$ cat src/rtl/nibble_serial_adder.sv
// Adds two W-bit operands one nibble per cycle through an external 4-bit ripple adder.
// Optional signed-overflow output OUT_OVF is enabled with `define NIBBLE_SERIAL_ADDER_OVF_EN.
module nibble_serial_adder #(
   parameter int NIBBLES = 4
) (
   input  logic                 clk,
   input  logic                 rst,
   input  logic                 in_valid,
   output logic                 in_ready,
   input  logic [4*NIBBLES-1:0] in_a,
   input  logic [4*NIBBLES-1:0] in_b,
   input  logic                 in_cin,
   output logic [3:0]           add_a,
   output logic [3:0]           add_b,
   output logic                 add_cin,
   input  logic [3:0]           add_sum,
   input  logic                 add_cout,
   output logic                 out_valid,
   input  logic                 out_ready,
   output logic [4*NIBBLES-1:0] out_sum,
   output logic                 out_cout
`ifdef NIBBLE_SERIAL_ADDER_OVF_EN
   ,
   output logic                 out_ovf
`endif
);

   localparam int W  = 4 * NIBBLES;
   localparam int IW = $clog2(NIBBLES);

   typedef enum logic [1:0] {IDLE, RUN, DONE} state_t;

   state_t          state, state_nxt;
   logic [W-1:0]    a_q, b_q, res_q, res_nxt;
   logic            cin_q, carry_q;
   logic [IW-1:0]   idx_q;
   logic            last;

   always_comb begin
      state_nxt = state;
      in_ready  = 1'b0;
      out_valid = 1'b0;
      add_a     = 4'h0;
      add_b     = 4'h0;
      add_cin   = 1'b0;
      res_nxt   = res_q;
      last      = (idx_q == IW'(NIBBLES - 1));
      case (state)
         IDLE: begin
            in_ready = 1'b1;
            if (in_valid) state_nxt = RUN;
         end
         RUN: begin
            // The adder is combinational, so its sum lands in the nibble being presented.
            add_a   = a_q[4*idx_q +: 4];
            add_b   = b_q[4*idx_q +: 4];
            add_cin = (idx_q == '0) ? cin_q : carry_q;
            res_nxt[4*idx_q +: 4] = add_sum;
            if (last) state_nxt = DONE;
         end
         DONE: begin
            out_valid = 1'b1;
            if (out_ready) state_nxt = IDLE;
         end
         default: state_nxt = IDLE;
      endcase
   end

   always_ff @(posedge clk) begin
      if (rst) begin
         state    <= IDLE;
         a_q      <= '0;
         b_q      <= '0;
         res_q    <= '0;
         cin_q    <= 1'b0;
         carry_q  <= 1'b0;
         idx_q    <= '0;
         out_sum  <= '0;
         out_cout <= 1'b0;
`ifdef NIBBLE_SERIAL_ADDER_OVF_EN
         out_ovf  <= 1'b0;
`endif
      end else begin
         state <= state_nxt;
         case (state)
            IDLE: begin
               if (in_valid) begin
                  a_q   <= in_a;
                  b_q   <= in_b;
                  cin_q <= in_cin;
                  idx_q <= '0;
                  res_q <= '0;
               end
            end
            RUN: begin
               res_q   <= res_nxt;
               carry_q <= add_cout;
               idx_q   <= idx_q + IW'(1);
               if (last) begin
                  // Outputs only change on DONE entry so they hold across the next transaction.
                  idx_q    <= '0;
                  out_sum  <= res_nxt;
                  out_cout <= add_cout;
`ifdef NIBBLE_SERIAL_ADDER_OVF_EN
                  out_ovf  <= (a_q[W-1] == b_q[W-1]) && (res_nxt[W-1] != a_q[W-1]);
`endif
               end
            end
            default: ;
         endcase
      end
   end

endmodule
$ cat config.mk
export PLATFORM = sky130hd
export DESIGN_NAME = nibble_serial_adder
export DESIGN_NICKNAME = d
export VERILOG_FILES = /design/src/rtl/nibble_serial_adder.sv
export SDC_FILE = /design/constraint.sdc
export NUM_CORES = 1
export LEC_CHECK = 0
export ABC_CLOCK_PERIOD_IN_PS = 1800
export CELL_PAD_IN_SITES_DETAIL_PLACEMENT = 0
export CELL_PAD_IN_SITES_GLOBAL_PLACEMENT = 1
export CORE_ASPECT_RATIO = 0.6
export CORE_MARGIN = 3
export CORE_UTILIZATION = 36
export CTS_BUF_LIST = sky130_fd_sc_hd__clkbuf_2
export DETAILED_ROUTE_END_ITERATION = 6
export PLACE_DENSITY = 0.89
export RECOVER_POWER = 25
export SLEW_MARGIN = 20
export SYNTH_ARGS = -nofsm -noshare
export SYNTH_HDL_FRONTEND = slang
export SYNTH_SLANG_ARGS = --single-unit
$ cat constraint.sdc
create_clock -name clk -period 1.8 [get_ports clk]
set_input_delay 0.18 -clock clk [delete_from_list [all_inputs] [get_ports clk]]
set_output_delay 0.18 -clock clk [all_outputs]
set_load 0.02 [all_outputs]
After elaboration in Yosys (flattened, before gate mapping)
Index checks and enable logic that the tools add are counted.
Widths: inputs -> output; s select.

operators by class
  muxes and demuxes = 16
  reduce and logical (&&, ||, !) cells = 7
  shift operators = 4
  add/subtract/negate cells = 2
  eq/ne operators = 6

operator list
  cell                     number
  $neg 4->34               1
  $shift 4x34->16 const A  1
  $shiftx 4x34->16         1
  $pmux 16 s2              1
  $shiftx 16x5->4          2
  $bwmux 16                1
  $mux 16                  1
  $mux 2                   5
  $mux 4                   2
  $ne 2x2->1 const B       3
  $pmux 2 s3               1
  $reduce_and 2->1         3
  $eq 2x2->1 const B       2
  $logic_not 2->1          2
  $mux 1                   4
  $pmux 2 s2               1
  $reduce_and 3->1         1
  $add 2x1->2 const B      1
  $eq 2x1->1 const B       1
  $reduce_bool 2->1        1

storage, ports and cells
  output and inout bits = 28
  flip-flop bits (word level) = 71
  input port bits = 42

Longest topological paths before layout
  depth in word-level cells = 4
  depth in mapped cells = 8
  gate-level depth less buffers = 5

Worst setup path after synthesis
OpenSTA, ideal clock, no wires.

  path type = register -> register
  start = register idx_q[0]
  end = register out_sum[0]
  setup time = 132 ps
  arrival time = 1704 ps
  slack = -36 ps
  stages on the path, launching flop included = 9
  cells stage by stage = dfxtp_1 buf_6 buf_8 inv_1 ha_1 and4bb_2 buf_2 a221oi_1 nor3_1

between the ends
  cells in the longest elaborated chain, start to end = 3
  elaborated cells between the ends (all ways) = 6
  those cells by class = 1 x add/sub; 1 x eq/ne; 2 x shift; 1 x mux; 1 x reduce/logical

RTL lines
  item                                                        line  RTL
  start: declaration                                          36    logic [IW-1:0] idx_q;
  start signal: assignment                                    98    idx_q <= idx_q + IW'(1);
  $neg 4->34                                                  58    res_nxt[4*idx_q +: 4] = add_sum;
  $shiftx 4x34->16 / $shift 4x34->16 (equally long branches)  58
  $bwmux 16                                                   58
  end signal: assignment                                      102   out_sum <= res_nxt;
  end: declaration                                            20    output logic [4*NIBBLES-1:0] out_sum,

Several ways; a longest one is shown, not always the timed one.
A chain may end at the register's enable or synchronous reset.

Worst setup path after layout
  start = register idx_q[0]
  end = output add_a[3]

between the ends
  cells in the longest elaborated chain, start to end = 2

RTL lines
  item              line  RTL
  $shiftx 16x5->4   55    add_a = a_q[4*idx_q +: 4];
  $mux 4            48    case (state)
  end: declaration  13    output logic [3:0] add_a,

No other way between the ends.

==> results.tsv <==
metric	value	unit
core-area	8200	um2
crit_fanout	7	
grt_pass1_wl	13600	um
nets	466	
worst_hold_slack	81.2	ps
syn_avg_cell_area	9.52	um2
synth_seq_area_share	45.0	%
dp_slack	-143	ps
clk_pin_slew_worst_paths	190	ps
setup_viol	9	
synth-edff-count	0	
violations	negative setup slack	
rr_worst_depth	8	
grt_max_degree	37	
maxSlewHeadroom	73.6	%
postCtsHoldBufs	0	
routed_wl	8760	um
nFillCells	768	
fin_util	53.1	%
switchingPower	0.000836	W
synthFlopType	dfxtp_1	
crit_type	flop to output pin	
yosys-top-cells-count	dfxtp_1 (71), nand2_1 (68), a21oi_1 (37)	
worst_setup_path_start_kind	flop	
start_util	38.5	%
finalCriticalPeriod	2000	ps
hp-class	primary input to flop	
fmax	500	MHz
internal_power	0.00207	W
drc	0	
yosysTopAreaCellShare	45.0	%
final-seq-area	1430	um2
syn-num-nets	380	
vias	2737	
fin_ws	-199	ps
drtPass1Iterations	4	
area_growth	37.6	%
clock_power_share	23.6	%
seq_power_share	57.2	%
clock_tree.root_cell	clkbuf_2	
yosysUniqueCellTypes	35	
use_met2	25.2	%
gr-total-overflow	0	
fin_skew	20.4	ps
rows	25	
tritoncts	yes	
antenna_found_initial	0	
cp.arrival	1820	ps
placed_area	4040	um2
hpwl	6050	um
pwr-share-comb	19.2	%
diodes	0	
holdPathStages	2	
worst_pin_slew	395	ps
io-pin-count	70	
drv_cap	0	
vdd_ir_drop_max	0.000324	V
yosysMostFrequentCell	dfxtp_1	
fin_crit_sh	111	%
drt-vias-per-instance	5.17	
fin_area	4350	um2
p_leak	1.72	nW
hp-start	rst	
wl_per_cell	16.6	um
ctsHtreeMaxLevel	3	
clock_path_buffers	2	
cp.required	1620	ps
synth_top_area_cell	dfxtp_1	
status	finished with violations	
insertion_delay	500	ps
dp.cells	508	
drive_gt1_share	26.1	%
die_x	127	um
final_cells	529	
critPathCaptureType	output pin	
postRouteAntennaNets	0	
grtUsageMet3	5.91	%
multi_input_area	1740	um2
power.density	669	nW/um2
worstReg2RegEnd	res_q[10]	
use_met1	23.7	%
whs_endpoint	carry_q	
numCtsBuffers	9	
dieArea	9970	um2
hold_violations	0	
port_buffers	69	
ff2ff_setup_slack	10	ps
timing.rr.start	idx_q[0]	
netlist_area	3160	um2
swShare	28.7	%
grt_pass1_vias	2744	
drv_slew	0	
first_iter_violations	156	
gp_congestion	0.819	
ys_warn_count	0	
synth_cells	332	
yosys-top-cells-area	dfxtp_1 (45%), nand2_1 (8.1%), a21oi_1 (5.9%), a221oi_1 (4.4%), mux4_1 (4.2%)	
async_flop_share	0	%
ys_ff_latch	71	
rsz0062_at_grt	true	
grt_usage	17.1	%
die_y	78.6	um
cts.sinks	71	
grt.busiest_layer	met2	
[cells by family (layout without fill, tap and decap cells)]
group                      count (synthesis)  in the layout  synth area share, %
DFF                                       71             71                 45.0
and+or+nand+nor                          135            137                 21.6
muxes                                     14             14                 8.36
AOI/OAI and AO/OA                         74             74                 16.2
adders and majority gates                  6              6                 2.38
buffers and inverters                     32            119                 6.49
[power groups by stage]
| stage | logic (W) | registers, W | clock network, W |
|---|---|---|---|
| after floorplan | 0.000294 | 0.00169 | 0 |
| after global placement | 0.000498 | 0.00169 | 0 |
| after detailed placement | 0.000509 | 0.00169 | 0 |
| after CTS | 0.000524 | 0.00166 | 0.000718 |
| after global routing | 0.000606 | 0.00167 | 0.000795 |
| final | 0.000559 | 0.00166 | 0.000688 |
[registers in the layout, summed over array words and instances, names as in the netlist]
name,count
out_sum,16
idx_q,2
b_q,16
res_q,16
a_q,16
carry_q,1
out_cout,1
state,2
cin_q,1
[how the worst max path moves through the flow]
| stage | to | cells past startpoint | slack, ps | start |
|---|---|---|---|---|
| 2_1_floorplan | out_sum[0] | 8 | 10 | idx_q[0] |
| 3_3_place_gp | add_a[0] | 4 | -100 | idx_q[0] |
| 3_5_place_dp | out_sum[4] | 6 | -140 | idx_q[0] |
| 4_1_cts | add_a[2] | 4 | -270 | idx_q[0] |
| 5_1_grt | add_a[3] | 4 | -330 | idx_q[0] |
| 6_report | add_a[3] | 4 | -200 | idx_q[0] |
[final cells by class]
type / instances / area share [%]
clock inverters: 5 / 0.633
inverters: 7 / 0.604
multi-input cells: 231 / 40.1
clock buffers: 9 / 1.04
well taps: 108 / 3.11
repair buffers: 98 / 21.8
flip-flops and latches: 71 / 32.8
[cells in the final DEF (no fill, tap or decap), drive strengths merged, types with 10 or more instances in the layout]
| master | n |
|---|---|
| dfxtp | 71 |
| clkbuf | 10 |
| nand2 | 68 |
| nor2 | 20 |
| nor3 | 16 |
| a221oi | 16 |
| nor2b | 10 |
| a21oi | 41 |
| buf | 40 |
| a22o | 14 |
| clkdlybuf4s50 | 57 |
[critical path, cell delays in order, from the launching register on]
cell and delay [ps]:
dfxtp_2 400, buf_12 130, mux4_2 490, nor2b_1 140, buf_2 150
[layer usage]
metal	vias to the layer above	part of all wire, %
met5	-	0
met4	0	1.2
met3	10	6.8
met2	67	43
met1	1315	49
li1	1345	-
[through the flow]
| step | setup TNS, ps | total power [W] |
|---|---|---|
| finish | -1440 | 0.00291 |
| global route | -4010 | 0.00307 |
| CTS | -1970 | 0.00290 |
| detailed placement | -2360 | 0.00220 |
| global placement | -1150 | 0.00219 |
| floorplan | 0 | 0.00198 |
[timing repair]
item / in CTS / in global routing
gates cloned: 0 / 2
gates resized for setup: 69 / 32
setup endpoints to repair: 28 / 36
buffers inserted: 2 / 3
pin swaps: 0 / 6
Power figures use the tool's default switching activity.
